`src/rtl/seg7_pkg.sv`:
```
// Shared seven-segment definitions: segment patterns (active-low, bit6 = a .. bit0 = g),
// BCD nibble type and the scan decoder FSM states.
package seg7_pkg;

  typedef logic [3:0] bcd_t;

  localparam logic [6:0] Seg0 = 7'b0000001;
  localparam logic [6:0] Seg1 = 7'b1001111;
  localparam logic [6:0] Seg2 = 7'b0010010;
  localparam logic [6:0] Seg3 = 7'b0000110;
  localparam logic [6:0] Seg4 = 7'b1001100;
  localparam logic [6:0] Seg5 = 7'b0100100;
  localparam logic [6:0] Seg6 = 7'b0100000;
  localparam logic [6:0] Seg7 = 7'b0001111;
  localparam logic [6:0] Seg8 = 7'b0000000;
  localparam logic [6:0] Seg9 = 7'b0000100;

  typedef enum logic [1:0] {
    StSearch = 2'd0,
    StHold   = 2'd1,
    StCommit = 2'd2
  } state_e;

endpackage

```
`src/rtl/seg7_pattern_decode.sv`:
```
// Combinational segment-pattern to BCD decoder; pat_ok is low for any pattern outside
// the ten digit glyphs.
module seg7_pattern_decode
  import seg7_pkg::*;
(
  input  logic [6:0] seg_n,
  output bcd_t       bcd,
  output logic       pat_ok
);

  always_comb begin
    bcd    = '0;
    pat_ok = 1'b1;
    case (seg_n)
      Seg0:    bcd = 4'd0;
      Seg1:    bcd = 4'd1;
      Seg2:    bcd = 4'd2;
      Seg3:    bcd = 4'd3;
      Seg4:    bcd = 4'd4;
      Seg5:    bcd = 4'd5;
      Seg6:    bcd = 4'd6;
      Seg7:    bcd = 4'd7;
      Seg8:    bcd = 4'd8;
      Seg9:    bcd = 4'd9;
      default: pat_ok = 1'b0;
    endcase
  end

endmodule

```
`src/rtl/seg7_scan_decoder.sv`:
```
// Recovers a BCD frame by snooping a multiplexed 7-segment display bus.
// Define SEG7_SCAN_DP_EN to also recover the per-digit decimal points (dp_n / dp).
module seg7_scan_decoder
  import seg7_pkg::*;
#(
  parameter int unsigned NDIG       = 4,
  parameter int unsigned STABLE_CNT = 3
) (
  input  logic              clk,
  input  logic              rst_n,
  input  logic              sample_en,
  input  logic [6:0]        seg_n,
  input  logic [NDIG-1:0]   an_n,
`ifdef SEG7_SCAN_DP_EN
  input  logic              dp_n,
  output logic [NDIG-1:0]   dp,
`endif
  output logic [4*NDIG-1:0] digits,
  output logic              valid,
  output logic              err
);

  localparam int unsigned IdxW   = (NDIG > 1) ? $clog2(NDIG) : 1;
  localparam logic [3:0]  CntMax = 4'(STABLE_CNT);

  state_e              state_q;
  logic [3:0]          cnt_q;
  logic [IdxW-1:0]     prev_idx_q;
  logic [6:0]          prev_seg_q;
  logic [4*NDIG-1:0]   shadow_q;
  logic [4*NDIG-1:0]   digits_q;
  logic [NDIG-1:0]     seen_q;
  logic                valid_q;
  logic                err_q;

  // Sample classification
  logic [3:0]          hot_cnt;
  logic [IdxW-1:0]     idx;
  logic                is_blank;
  logic                is_multi;
  logic                same_smp;
  logic [3:0]          cnt_nxt;
  bcd_t                bcd;
  logic                pat_ok;
  logic [4*NDIG-1:0]   shadow_upd;
  logic [NDIG-1:0]     seen_upd;

  seg7_pattern_decode u_decode (
    .seg_n  (seg_n),
    .bcd    (bcd),
    .pat_ok (pat_ok)
  );

  always_comb begin
    hot_cnt = 4'd0;
    idx     = '0;
    for (int i = 0; i < NDIG; i++) begin
      if (!an_n[i]) begin
        hot_cnt = hot_cnt + 4'd1;
        idx     = IdxW'(i);
      end
    end
  end

  assign is_blank = (hot_cnt == 4'd0);
  assign is_multi = (hot_cnt > 4'd1);

`ifdef SEG7_SCAN_DP_EN
  logic                prev_dp_q;
  logic [NDIG-1:0]     dp_shadow_q;
  logic [NDIG-1:0]     dp_q;
  logic [NDIG-1:0]     dp_upd;

  assign same_smp = (idx == prev_idx_q) && (seg_n == prev_seg_q) && (dp_n == prev_dp_q);
  assign dp       = dp_q;
`else
  assign same_smp = (idx == prev_idx_q) && (seg_n == prev_seg_q);
`endif

  always_comb begin
    if (!same_smp) begin
      cnt_nxt = 4'd1;
    end else if (cnt_q >= CntMax) begin
      cnt_nxt = CntMax;
    end else begin
      cnt_nxt = cnt_q + 4'd1;
    end
  end

  // Shadow/seen contents as they would be if the current sample were accepted.
  always_comb begin
    shadow_upd = shadow_q;
    seen_upd   = seen_q;
`ifdef SEG7_SCAN_DP_EN
    dp_upd     = dp_shadow_q;
`endif
    for (int i = 0; i < NDIG; i++) begin
      if (idx == IdxW'(i)) begin
        shadow_upd[4*i +: 4] = bcd;
        seen_upd[i]          = 1'b1;
`ifdef SEG7_SCAN_DP_EN
        dp_upd[i]            = ~dp_n;
`endif
      end
    end
  end

  always_ff @(posedge clk or negedge rst_n) begin
    if (!rst_n) begin
      state_q     <= StSearch;
      cnt_q       <= '0;
      prev_idx_q  <= '0;
      prev_seg_q  <= '0;
      shadow_q    <= '0;
      digits_q    <= '0;
      seen_q      <= '0;
      valid_q     <= 1'b0;
      err_q       <= 1'b0;
`ifdef SEG7_SCAN_DP_EN
      prev_dp_q   <= 1'b0;
      dp_shadow_q <= '0;
      dp_q        <= '0;
`endif
    end else begin
      valid_q <= 1'b0;
      err_q   <= 1'b0;
      case (state_q)
        StCommit: begin
          // digits/valid were loaded on the entering edge; only housekeeping here.
          seen_q  <= '0;
          state_q <= StSearch;
        end
        default: begin
          if (sample_en) begin
            if (is_multi) begin
              err_q   <= 1'b1;
              seen_q  <= '0;
              cnt_q   <= '0;
              state_q <= StSearch;
            end else if (is_blank) begin
              cnt_q   <= '0;
              state_q <= StSearch;
            end else begin
              prev_idx_q <= idx;
              prev_seg_q <= seg_n;
`ifdef SEG7_SCAN_DP_EN
              prev_dp_q  <= dp_n;
`endif
              if (state_q == StHold) begin
                if (!same_smp) begin
                  cnt_q   <= 4'd1;
                  state_q <= StSearch;
                end
              end else begin
                cnt_q <= cnt_nxt;
                if (cnt_nxt == CntMax) begin
                  if (pat_ok) begin
                    shadow_q <= shadow_upd;
                    seen_q   <= seen_upd;
`ifdef SEG7_SCAN_DP_EN
                    dp_shadow_q <= dp_upd;
`endif
                    if (&seen_upd) begin
                      state_q  <= StCommit;
                      digits_q <= shadow_upd;
                      valid_q  <= 1'b1;
`ifdef SEG7_SCAN_DP_EN
                      dp_q     <= dp_upd;
`endif
                    end else begin
                      state_q <= StHold;
                    end
                  end else begin
                    err_q   <= 1'b1;
                    state_q <= StHold;
                  end
                end
              end
            end
          end
        end
      endcase
    end
  end

  assign digits = digits_q;
  assign valid  = valid_q;
  assign err    = err_q;

endmodule
```
`config.mk`:
```
export PLATFORM = sky130hd
export DESIGN_NAME = seg7_scan_decoder
export DESIGN_NICKNAME = d
export VERILOG_FILES = /design/src/rtl/seg7_pkg.sv /design/src/rtl/seg7_pattern_decode.sv /design/src/rtl/seg7_scan_decoder.sv
export SDC_FILE = /design/constraint.sdc
export NUM_CORES = 1
export LEC_CHECK = 0
export BUFFER_PORTS_ARGS = -buffer_cell sky130_fd_sc_hd__buf_2
export CAP_MARGIN = 25
export CORE_UTILIZATION = 40
export DETAILED_ROUTE_END_ITERATION = 7
export PLACE_DENSITY = 0.56
export REMOVE_ABC_BUFFERS = 1
export SKIP_LAST_GASP = 1
export SLEW_MARGIN = 20
export SYNTH_ARGS = -nofsm -noshare
export SYNTH_HDL_FRONTEND = slang
export SYNTH_HIERARCHICAL = 1
export SYNTH_SLANG_ARGS = --single-unit
```
`constraint.sdc`:
```
create_clock -name clk -period 3.95 [get_ports clk]
set_input_delay 0.1975 -clock clk [delete_from_list [all_inputs] [get_ports clk]]
set_output_delay 0.1975 -clock clk [all_outputs]
set_load 0.02 [all_outputs]
```
== After elaboration in Yosys (flattened, before gate mapping) ==
Cells that the tools add are included.
Word-level totals
  bits in registers: 53
Cells by class
  order comparisons: 2
  bitwise operators: 4
  equal/unequal tests: 21
  reduce and logical (&&, ||, !) cells: 16
  $add $sub $neg: 4
  multiplexer cells: 54
Operator list (count)
  two-way mux 4 bit: 20
  case mux 4 bit (9 select lines): 1
  two-way mux 1 bit: 22
  two-way mux 2 bit: 11
  adder 4 x 1 -> 4 bit, second input constant: 4
  equality test 7 x 3 -> 1 bit, second input constant: 2
  equality test 7 x 6 -> 1 bit, second input constant: 2
  equality test 7 bit, second input constant: 2
  AND reduction 11 bit: 1
  OR reduction 10 bit: 1
  AND reduction 4 bit: 2
  equality test 7 x 1 -> 1 bit, second input constant: 1
  equality test 7 x 4 -> 1 bit, second input constant: 1
  equality test 7 x 5 -> 1 bit, second input constant: 1
  equality test 7 bit: 1
  logical NOT 7 bit: 1
  AND reduction 7 bit: 1
  equality test 2 bit, second input constant: 3
  AND reduction 3 bit: 2
  nonzero test 3 bit: 2
  inequality test 5 x 4 -> 1 bit, second input constant: 1
  AND reduction 5 bit: 1
  nonzero test 5 bit: 1
  equality test 2 x 1 -> 1 bit, second input constant: 2
  other kinds (12): 15

== Logic depth before layout (Yosys ltp) ==
Gate-level depths: netlist of the first run.
  word-level depth: 14
  gate-level depth with buffers: 13

== Modules after synthesis ==
The synthesis of the first run kept the hierarchy.
Modules (own cells, without submodules)
  seg7_scan_decoder: cells each 224, area an instance 2727.6 um2, times used 1, sequential area each 1326.3 um2
  seg7_pattern_decode: cells each 24, area an instance 182.7 um2, times used 1, sequential area each 0.0 um2

== Worst setup path before layout of the first run ==
No wires, ideal clock.
  kind: in2reg
  from: in an_n[0]
  to: reg shadow_q[12]
  path buffers: 2
  data arrival time: 2.529 ns
  setup slack: 1.297 ns
  stages: 11
  required time: 3.825 ns
  path through: inv_1 -> ha_1 -> xnor2_1 -> ha_1 -> or3_1 -> a31oi_1 -> and3_1 -> buf_6 -> and4_1 -> clkbuf_2 -> mux2_2
Between the ends
  longest elaborated chain between the ends: 10
  elaborated cells between the ends (all ways): 12
  classes of those cells: add/sub (3); order compare (1); mux (4); bitwise (2); reduce/logical (2)
RTL lines
  from (decl): RTL line seg7_scan_decoder.sv:13  | input logic [NDIG-1:0] an_n,
  two-way mux 1 bit *: RTL line seg7_scan_decoder.sv:58  | if (!an_n[i]) begin
  adder 4 x 1 -> 4 bit: RTL line seg7_scan_decoder.sv:59  | hot_cnt = hot_cnt + 4'd1;
  two-way mux 4 bit *: RTL line seg7_scan_decoder.sv:58
  adder 4 x 1 -> 4 bit: RTL line seg7_scan_decoder.sv:59
  two-way mux 4 bit *: RTL line seg7_scan_decoder.sv:58
  adder 4 x 1 -> 4 bit: RTL line seg7_scan_decoder.sv:59
  two-way mux 4 bit *: RTL line seg7_scan_decoder.sv:58
  > comparator 4 x 1 -> 1 bit / logical NOT 4 bit (equally long branches): RTL line seg7_scan_decoder.sv:66, seg7_scan_decoder.sv:65
  NOT 1 bit (no line)
  AND reduction 7 bit (no line) *
  to (signal assigned): RTL line seg7_scan_decoder.sv:158  | shadow_q <= shadow_upd;
  to (decl): RTL line seg7_scan_decoder.sv:30  | logic [4*NDIG-1:0] shadow_q;
Every way passes the cells marked *; elsewhere a longest branch is shown, timed or not.
A chain may end at the register's enable or synchronous reset.

== Final worst setup path of the first run ==
  from: in an_n[1]
  to: reg shadow_q[12]
Between the ends
  longest elaborated chain between the ends: 8
  elaborated cells between the ends (all ways): 19
  classes of those cells: add/sub (2); order compare (1); eq/ne (3); mux (8); bitwise (2); reduce/logical (3)
RTL lines
  two-way mux 4 bit / two-way mux 1 bit (equally long branches): RTL line seg7_scan_decoder.sv:58
  adder 4 x 1 -> 4 bit / two-way mux 2 bit (equally long branches): RTL line seg7_scan_decoder.sv:59, seg7_scan_decoder.sv:58
  two-way mux 4 bit / two-way mux 2 bit (equally long branches): RTL line seg7_scan_decoder.sv:58
  adder 4 x 1 -> 4 bit / equality test 2 bit (equally long branches): RTL line seg7_scan_decoder.sv:59, seg7_scan_decoder.sv:77
  two-way mux 4 bit / logical AND 1 bit (equally long branches): RTL line seg7_scan_decoder.sv:58, seg7_scan_decoder.sv:77
  > comparator 4 x 1 -> 1 bit (tied with other cells): RTL line seg7_scan_decoder.sv:66  | assign is_multi = (hot_cnt > 4'd1);
  NOT 1 bit (no line) / equality test 4 x 2 -> 1 bit (equally long branches)
  AND reduction 7 bit (no line)
Several ways; a longest one is shown, not always the timed one.

==> out/qor.csv, run 1 <==
metric,value,unit
Worst Path Max Fanout,7,
post-synthesis sequential area ratio,45.6,%
vias per inst,5.12,
Max IR drop VDD,0.162,mV
Async SR Flop Fraction,100,%
pin count of the biggest net entering global routing,37,
# IOs,32,
CP most frequent cell,ha_1,
DRT Pass-1 Iters,4,
Routability Congestion,0.792,
H-tree depth,2,
clk_lat worst skew,300,ps
status,"finished, final reports clean",
RSZ-0062 raised after global routing,false,
maximum clock frequency,359,MHz
Setup CP Type,in -> reg,
Final Skew,3.80,ps
ys flop type,dfrtp_1,
wire length per cell,15.1,um
CTS tree,built,
Startpoint Class,primary input,
period utilisation layout,70.5,%
antenna violations before repair,0,
worst hold path class,in -> reg,
CTS root buf,clkbuf_8,
Die Ht,87.3,um
core area,0.00691,mm^2
Worst Path Required,4150,ps
routed via count,1926,
"most common cell after layout, fill and taps aside",dfrtp_1,
Starting Density,42.1,%
Yosys reg bits,53,
Area Growth Syn to Fin,10.8,%
"Reg clk slew, reported paths",100,ps
critical-path cell list,buf_2 > inv_1 > ha_1 > xnor2_1 > ha_1 > or3_1 > a31oi_1 > and3_1 > and4_1 > mux2_2,
maximum capacitance violations,0,
DP Area,0.00313,mm^2
crit end category,flop,
shortest clock period the worst path allows after layout,2780,ps
vias in the first global route,1893,
Antenna Cells,0,
Longest Clk Path Bufs,2,
Post-Syn Instances,248,
Worst Tran Pin Value,701,ps
chip width,87.3,um
DRC errors left,0,
pwr/cell area,350,mW/mm^2
Initial DRC Count,98,
fillcell total,695,
Final nets,297,
"EDFF count, synth",0,
gr usage total,16.3,%
worst rel slew slack,53.2,%
Final ANT Viol Nets,0,
Total Routed Length,5700,um
CP arrival,2980,ps
average size of a mapped cell,11.7,um^2
final hold vios,0,
DP HPWL,4110,um
CTS Buf Count,5,
Die Area,0.00762,mm^2
first-pass GRT wire length,9470,um
IO Port Bufs,31,
mapped cell area,0.00291,mm^2
fraction of layout cells with a size suffix above 1,37.5,%
post-route cell area,0.00323,mm^2
Crit path max-delay family,simple AND/OR/NAND/NOR gates,
Sink Count,53,
Pleak,0.00158,uW
# rows,30,
Yosys warnings,6,
total gr overflow,0,
Setup TNS,0,ps
setup violators final,0,
Worst Path Buf+Inv,2,
Crit-path slowest cell,and4_1,
max-slew violations,0,
Synth cell types,58,
Worst path max stage delay,390,ps
most frequent cells in the layout,"dfrtp_1 (53), mux2_2 (42), buf_2 (31)",
-- path summary, 6_finish.rpt --
kind	start	to	slack, ps	cells after the start
worst max register to register	prev_idx_q[0]	shadow_q[12]	1480	6
worst min-delay path	seg_n[1]	prev_seg_q[1]	250	2
min in group asynchronous	rst_n	err	360	2
worst min register to register	digits[5]	digits[5]	510	1
max in group asynchronous	rst_n	digits[2]	2770	3
worst max-delay path	an_n[1]	shadow_q[12]	1170	10
-- cell families after synthesis --
logic type | after synthesis | synth area share [%]
simple gates | 69 | 14.6
flops | 53 | 45.6
mux | 51 | 20.9
compound gates | 38 | 9.76
buf+inv | 21 | 3.87
xor+xnor | 12 | 3.61
fa+ha+maj | 4 | 1.72
-- Yosys cell counts (2+ instances only) --
library cell / n / area, um^2
nand2b_1: 4 / 25.0
o21ai_0: 6 / 30.0
nand4b_1: 2 / 17.5
nand2_1: 16 / 60.1
o22ai_1: 2 / 12.5
buf_6: 3 / 33.8
a31oi_1: 3 / 18.8
mux2_4: 9 / 135
mux2_2: 42 / 473
nor2b_1: 6 / 37.5
o21bai_1: 2 / 15.0
nor3_1: 3 / 15.0
clkbuf_1: 2 / 7.51
dfrtp_1: 53 / 1330
or3_1: 2 / 12.5
a211oi_1: 2 / 15.0
clkbuf_2: 2 / 10.0
xnor2_1: 11 / 96.3
and3b_1: 2 / 17.5
nand4_1: 6 / 37.5
and3_1: 3 / 18.8
ha_1: 4 / 50.1
nor2_1: 8 / 30.0
buf_4: 2 / 15.0
a21oi_1: 7 / 35.0
nand3b_1: 3 / 22.5
nand3_1: 2 / 10.0
inv_1: 11 / 41.3
-- timing repair --
action                                  in CTS  in global routing
setup buffers                                0                  0
endpoints found under the hold margin       17                  0
gates resized for setup                      0                  0
endpoints found under the setup margin       0                  0
hold buffers                                 1                  0
-- report_power, final --
group | total [uW] | switching, uW | internal (uW)
clock | 310 | 183 | 127
sequential | 615 | 30.4 | 584
combinational | 204 | 102 | 102
total | 1130 | 316 | 813
-- layout make-up --
cell class	count	area [um^2]	area share, %
well taps	96	120	3.72
inverters	11	41.3	1.28
flip-flops and latches	53	1330	41.1
multi-input cells	174	1470	45.6
clock inverters	2	13.8	0.427
repair buffers	34	180	5.59
clock buffers	6	72.6	2.25
-- worst reg2reg max path, delay by kind of cell, from the launching register on --
| family | cells | cell delay, ps |
|---|---|---|
| XOR/XNOR | 1 | 150 |
| multiplexers | 1 | 370 |
| AO/OA/AOI/OAI | 1 | 300 |
| flip-flops | 1 | 420 |
| AND/OR/NAND/NOR | 3 | 1120 |
-- flip-flops by register name, indices dropped and copies added (netlist names) --
signal / count
digits: 16
shadow_q: 16
err: 1
state_q: 2
cnt_q: 4
prev_idx_q: 2
valid: 1
seen_q: 4
prev_seg_q: 7
-- stage by stage --
stage                     setup WS [ps]  hold WS (ps)  total power (uW)  utilization (%)  std cells
final                              1170           245              1130             46.7        376
after global placement              970           174               828             45.3        367
after floorplan                    1290         -98.1               769                -        238
after global routing                965           248              1190             46.7        376
after CTS                          1180           234              1150             46.7        376
after detailed placement            852           169               831             45.3        367
-- routing by layer --
metal,GRT usage (%),part of all wire (%),vias to the layer above
met1,23.1,51,927
met3,2.65,3.3,4
met4,6.56,1.2,0
li1,-,-,956
met2,24.9,45,39
met5,0,0,-
Power figures use the tool's default switching activity.
==> run 2: changes to the inputs <==
- ABC_AREA: not set -> 1
- clock period: 3.95 -> 2.65 ns (I/O delays scaled with it)
==> run 2 against run 1 <==
  * Global-route usage rose by 2.3 points
  * Sequential power rose by 48%
  * Cell area grew 11%
  * Sequential share of layout area decreased by 4.0 points
  * Cell count is 55% higher
  * Total power increased by 55%
  * Non-clock buffer count increased by 4
  * Synthesized area up 11%
==> out/qor.csv, run 2 <==
metric,value,unit,change
"setup slack, reg-to-reg",660,ps,-820 ps
ys flop type,dfrtp_1,,
DP HPWL,5310,um,+29%
CP arrival,2240,ps,-740 ps
status,"finished, final reports clean",,
biggest area consumer among synthesized cells,dfrtp_1,,
Antenna Cells,0,,unchanged
"Reg clk slew, reported paths",100,ps,about the same
grt peak-use layer,met2,,
IO Port Bufs,31,,unchanged
gr usage total,18.7,%,+2.3 points
clk_lat worst skew,310,ps,about the same
CTS tree,built,,
shortest clock period the worst path allows after layout,2040,ps,
Critical Path Start,an_n[1],,
Longest Clk Path Bufs,2,,unchanged
DP Area,0.00348,mm^2,+11%
fraction of layout cells with a size suffix above 1,17.3,%,-20 points
post-synthesis sequential area ratio,41.2,%,-4.4 points
post-route cell area,0.00357,mm^2,+11%
RSZ-0062 raised after global routing,false,,
hold slack,95.4,ps,-150 ps
Yosys reg bits,53,,unchanged
synth top area cells,"dfrtp_1 (41%), nand2_1 (20%), nand3_1 (5.6%), inv_1 (4.8%), nand4_1 (4.3%)",,
final hold vios,0,,unchanged
CP Capture Point,shadow_q[15],,
max-slew violations,0,,unchanged
Setup TNS,0,ps,unchanged
maximum capacitance violations,0,,unchanged
DRC errors left,0,,unchanged
maximum clock frequency,490,MHz,
# IOs,32,,unchanged
Initial DRC Count,133,,+36%
Async SR Flop Fraction,100,%,unchanged
Die Ht,91.7,um,+5.1%
Sink Count,53,,unchanged
top cell type's share of synthesized area,41.2,%,-4.4 points
Pleak,0.00201,uW,+27%
fillcell total,810,,+17%
Final ANT Viol Nets,0,,unchanged
antenna violations before repair,0,,unchanged
Max IR drop VDD,0.251,mV,+54%
pwr/cell area,488,mW/mm^2,+40%
GR Layer Usage met1,24.4,%,+1.3 points
Starting Density,41.5,%,-0.66 points
# rows,32,,+6.7%
mapped cell area,0.00322,mm^2,+11%
sequential cell area,0.00133,mm^2,unchanged
"most common cell after layout, fill and taps aside",nand2_1,,
first-pass GRT wire length,12600,um,+33%
core area,0.00777,mm^2,+12%
Yosys warnings,6,,unchanged
"EDFF count, synth",0,,unchanged
reg-to-reg startpoint,cnt_q[0],,
Worst Tran Pin Value,674,ps,-27.6 ps
Final Skew,11.1,ps,+7.35 ps
DRT Pass-1 Iters,4,,unchanged
wire length per cell,12.3,um,-19%
total gr overflow,0,,unchanged
Total Routed Length,7130,um,+25%
reg2reg path depth,8,,+2
vias per inst,4.82,,-5.8%
Synth cell types,34,,-41%
Worst Path Required,2850,ps,-1300 ps
Setup CP Type,in -> reg,,
worst rel slew slack,55.1,%,+1.8 points
Reg-to-Reg End,digits[2],,
cells resized by post-CTS repair,0,,unchanged
setup violators final,0,,unchanged
CTS root buf,clkbuf_8,,
area of the multi-input gates,0.00161,mm^2,+9.7%
Startpoint Class,primary input,,
critical-path cell list,buf_2 > inv_2 > ha_1 > inv_1 > nand2_1 > nand2_1 > inv_2 > ha_1 > nor2_1 > o21bai_2 > nand2_2 > nor2_4 > nand2_4 > nor2_8 > nand2_4 > nand2_1 > nand2_1,,
Post-Syn Instances,443,,+79%
crit end category,flop,,
H-tree depth,2,,unchanged
Die Area,0.00842,mm^2,+10%
Worst path max stage delay,300,ps,-90 ps
most frequent cells in the layout,"nand2_1 (168), dfrtp_1 (53), inv_1 (41)",,
worst hold path class,in -> reg,,
Final nets,496,,+67%
Area Growth Syn to Fin,10.9,%,about the same
most common cell in the netlist,nand2_1,,
CP most frequent cell,nand2_1,,
GR Util met2,31.5,%,+6.6 points
Worst Path Max Fanout,16,,+9
chip width,91.7,um,+5.1%
vias in the first global route,2711,,+43%
Routability Congestion,0.899,,+14%
period utilisation layout,77.1,%,
routed via count,2803,,+46%
CTS Buf Count,5,,unchanged
average size of a mapped cell,7.27,um^2,-38%
pin count of the biggest net entering global routing,54,,+46%
Crit-path slowest cell,ha_1,,
leading cell types by count after synthesis,"nand2_1 (168), dfrtp_1 (53), inv_1 (41)",,
met3 global-route usage,3.07,%,+0.41 points
[run 2: changes by cell type after synthesis, moves of 11 or more]
cell	change
inv_1	+30
inv_2	+11
mux2_2	-42
nand2_1	+152
nand3_1	+34
nand4_1	+16
nor2_1	+24
o21ai_0	+15
[run 2: area by class of cell]
| cell class | count | share of cell area [%] |
|---|---|---|
| Multi-Input combinational cell | 325 | 45.2 |
| Sequential cell | 53 | 37.1 |
| Timing Repair Buffer | 38 | 5.88 |
| Inverter | 55 | 5.81 |
| Tap cell | 102 | 3.57 |
| Clock buffer | 6 | 2.03 |
| Clock inverter | 2 | 0.420 |
[run 2: cell families after synthesis]
| family | Yosys count | share of synthesized area (%) |
|---|---|---|
| AO/OA/AOI/OAI | 27 | 4.39 |
| XOR/XNOR | 7 | 1.90 |
| adder cells (fa/ha/maj) | 4 | 1.55 |
| buffers and inverters | 65 | 8.74 |
| flip-flops | 53 | 41.2 |
| AND/OR/NAND/NOR | 287 | 42.3 |
[run 2: stage by stage]
stage / utilization (%) / total power [uW] / setup WS, ps / std cells
2_1_floorplan: - / 1190 / 570 / 433
3_3_place_gp: 44.7 / 1290 / 355 / 572
3_5_place_dp: 44.7 / 1300 / 277 / 572
4_1_cts: 46.0 / 1770 / 613 / 581
5_1_grt: 46.0 / 1860 / 360 / 581
6_report: 46.0 / 1740 / 608 / 581
[run 2: where the power goes]
group          switching [uW]  internal (uW)  leakage (uW)
logic                     246            124       0.00125
registers                41.1            869      0.000722
clock network             278            187     0.0000374
total                     565           1180       0.00201
[run 2: how the worst min path moves through the flow]
stage | startpoint | end | slack [ps] | cells past startpoint
after global placement | rst_n | digits[10] | 310 | 2
final | seg_n[5] | prev_seg_q[5] | 100 | 3
after detailed placement | rst_n | digits[9] | 310 | 2
after global routing | seg_n[0] | prev_seg_q[0] | 110 | 3
after CTS | seg_n[4] | prev_seg_q[4] | 90 | 3
after floorplan | rst_n | cnt_q[0] | -160 | 0
[run 2: routing by layer]
metal	wire, um	part of all wire, %
met1	3430	48
met2	3410	48
met3	215	3.0
met4	77	1.1
met5	0	0
[run 2: worst max-delay path, delay by kind of cell]
family / cells / cell delay, ps
compound gates: 1 / 120
fa+ha+maj: 2 / 580
buf+inv: 4 / 270
simple gates: 10 / 1140
[run 2: what timing repair did]
action / CTS / global route
endpoints found under the setup margin: 0 / 0
hold buffers: 1 / 0
setup buffers: 0 / 0
hold endpoints to repair: 53 / 0
==> run 3: changes to the inputs <==
- clock period: 2.65 -> 2.05 ns (I/O delays scaled with it)
==> run 3 against run 2 <==
  * Clock power up 57%
  * Register-to-register slack worse by 440 ps
  * Sequential share of layout area decreased by 2.0 points
  * Die area stayed put
  * Clock skew decreased by 3.8 ps
  * Largest power group unchanged
==> out/qor.csv, run 3 (synthesized netlist as in run 2, its figures left out) <==
metric,value,unit,change
Die Area,0.00842,mm^2,unchanged
Sink Count,53,,unchanged
Pleak,0.00212,uW,+5.7%
Worst Path Max Fanout,14,,-2
total power,2420,uW,+39%
Worst Tran Pin Value,635,ps,-38.5 ps
Initial DRC Count,103,,-23%
Worst Path Buf+Inv,3,,-1
vias in the first global route,2746,,+1.3%
Antenna Cells,0,,unchanged
Crit path max-delay family,simple AND/OR/NAND/NOR gates,,
pin count of the biggest net entering global routing,29,,-46%
Max IR drop VDD,0.313,mV,+25%
worst hold path class,in -> reg,,
clk_lat worst skew,310,ps,about the same
maximum capacitance violations,0,,unchanged
max-slew violations,0,,unchanged
CTS root buf,clkbuf_8,,
Final Skew,7.32,ps,-3.83 ps
pwr/cell area,642,mW/mm^2,+32%
IO Port Bufs,31,,unchanged
reg2reg path depth,8,,unchanged
reg-to-reg startpoint,cnt_q[0],,
total gr overflow,0,,unchanged
CP most frequent cell,nand4_1,,
chip width,91.7,um,unchanged
CP Depth,8,,-9
Hold Crit Depth,3,,unchanged
GR Util met2,33.4,%,+1.9 points
Worst path max stage delay,420,ps,+120 ps
routed via count,2926,,+4.4%
Final Util,48.6,%,+2.6 points
vias per inst,4.88,,+1.1%
"most common cell after layout, fill and taps aside",nand2_1,,
# IOs,32,,unchanged
Worst Path Required,2260,ps,-590 ps
CTS tree,built,,
worst rel slew slack,57.7,%,+2.6 points
Final ANT Viol Nets,0,,unchanged
hold_sp,seg_n[4],,
RSZ-0062 raised after global routing,false,,
Longest Clk Path Bufs,2,,unchanged
Routability Congestion,0.809,,-10%
CTS Buf Count,5,,unchanged
first-pass GRT wire length,12700,um,+1.2%
Setup TNS,0,ps,unchanged
DRT Pass-1 Iters,4,,unchanged
antenna violations before repair,0,,unchanged
critical-path cell list,ha_1 > inv_1 > nand4_1 > nand4_4 > clkinv_2 > buf_4 > nand4_1 > nand2_1,,
Starting Density,41.5,%,unchanged
Setup CP Type,reg -> reg,,
period utilisation layout,89.1,%,
Startpoint Class,flop,,
"Reg clk slew, reported paths",100,ps,about the same
Final nets,515,,+3.8%
most frequent cells in the layout,"nand2_1 (168), dfrtp_1 (53), inv_1 (41)",,
# rows,32,,unchanged
Total Routed Length,7510,um,+5.4%
GR Layer Usage met1,24.1,%,-0.31 points
wire length per cell,12.5,um,+2.0%
status,"finished, final reports clean",,
fraction of layout cells with a size suffix above 1,20.5,%,+3.2 points
gr usage total,18.9,%,+0.18 points
CP arrival,2030,ps,-210 ps
H-tree depth,2,,unchanged
met3 global-route usage,3.07,%,unchanged
shortest clock period the worst path allows after layout,1830,ps,
crit end category,flop,,
setup bufs post-CTS,0,,unchanged
core area,0.00777,mm^2,unchanged
DRC errors left,0,,unchanged
DP HPWL,5560,um,+4.6%
final hold vios,0,,unchanged
setup violators final,0,,unchanged
Die Ht,91.7,um,unchanged
Area Growth Syn to Fin,17.2,%,
grt peak-use layer,met2,,
Critical Path Start,cnt_q[0],,
Crit-path slowest cell,dfrtp_1,,
maximum clock frequency,548,MHz,
run 3: cell count changes in the layout (fill, tap and decap cells not counted):
cell        before  now
clkinv_4         0    1
bufinv_16        0    1
clkinvlp_4       2    0
nand3_4          1    2
buf_12           0    2
buf_4            6   22
run 3: final cells by class:
cell class	count	area [um^2]
inverters	55	208
repair buffers	56	370
clock inverters	2	38.8
clock buffers	6	72.6
flip-flops and latches	53	1330
fillers	812	3990
well taps	102	128
multi-input cells	326	1630
run 3: per-layer routing:
metal  vias to the layer above  routed length [um]  part of all wire (%)
met3                         5                 229                   3.0
met2                        60                3640                    49
met4                         0                  54                  0.72
met5                         -                   0                     0
met1                      1352                3590                    48
li1                       1509                   -                     -
run 3: power breakdown:
group	internal [uW]	leakage, uW	switching, uW
Clock	368	0.0000554	365
Sequential	1120	0.000722	50.8
Combinational	190	0.00134	329
run 3: repair_timing:
| item | CTS | global route |
|---|---|---|
| hold buffers | 1 | 0 |
| gates resized for setup | 0 | 1 |
| hold endpoints to repair | 25 | 0 |
| setup endpoints to repair | 0 | 15 |
run 3: worst paths after layout:
path                                 end  slack, ps
max                            digits[9]        220
min                        prev_seg_q[4]         70
max reg2reg                    digits[9]        220
min reg2reg                    digits[2]        480
max in group asynchronous      seen_q[2]       1130
min in group asynchronous     digits[10]        340
run 3: worst reg2reg max path, stage by stage, from the launching register on:
cell and delay, ps:
dfrtp_1 420, ha_1 300, inv_1 60, nand4_1 200
nand4_4 180, clkinv_2 150, buf_4 240, nand4_1 110
nand2_1 60
run 3: per-stage QoR:
step	setup WS [ps]	hold slack (ps)	cell area, um^2	std cells
finish	224	67.8	3770	600
global route	14.0	76.1	3770	600
CTS	195	62.8	3760	599
detailed placement	-130	157	3640	590
global placement	-86.5	159	3640	590
floorplan	-0.270	-193	3150	433
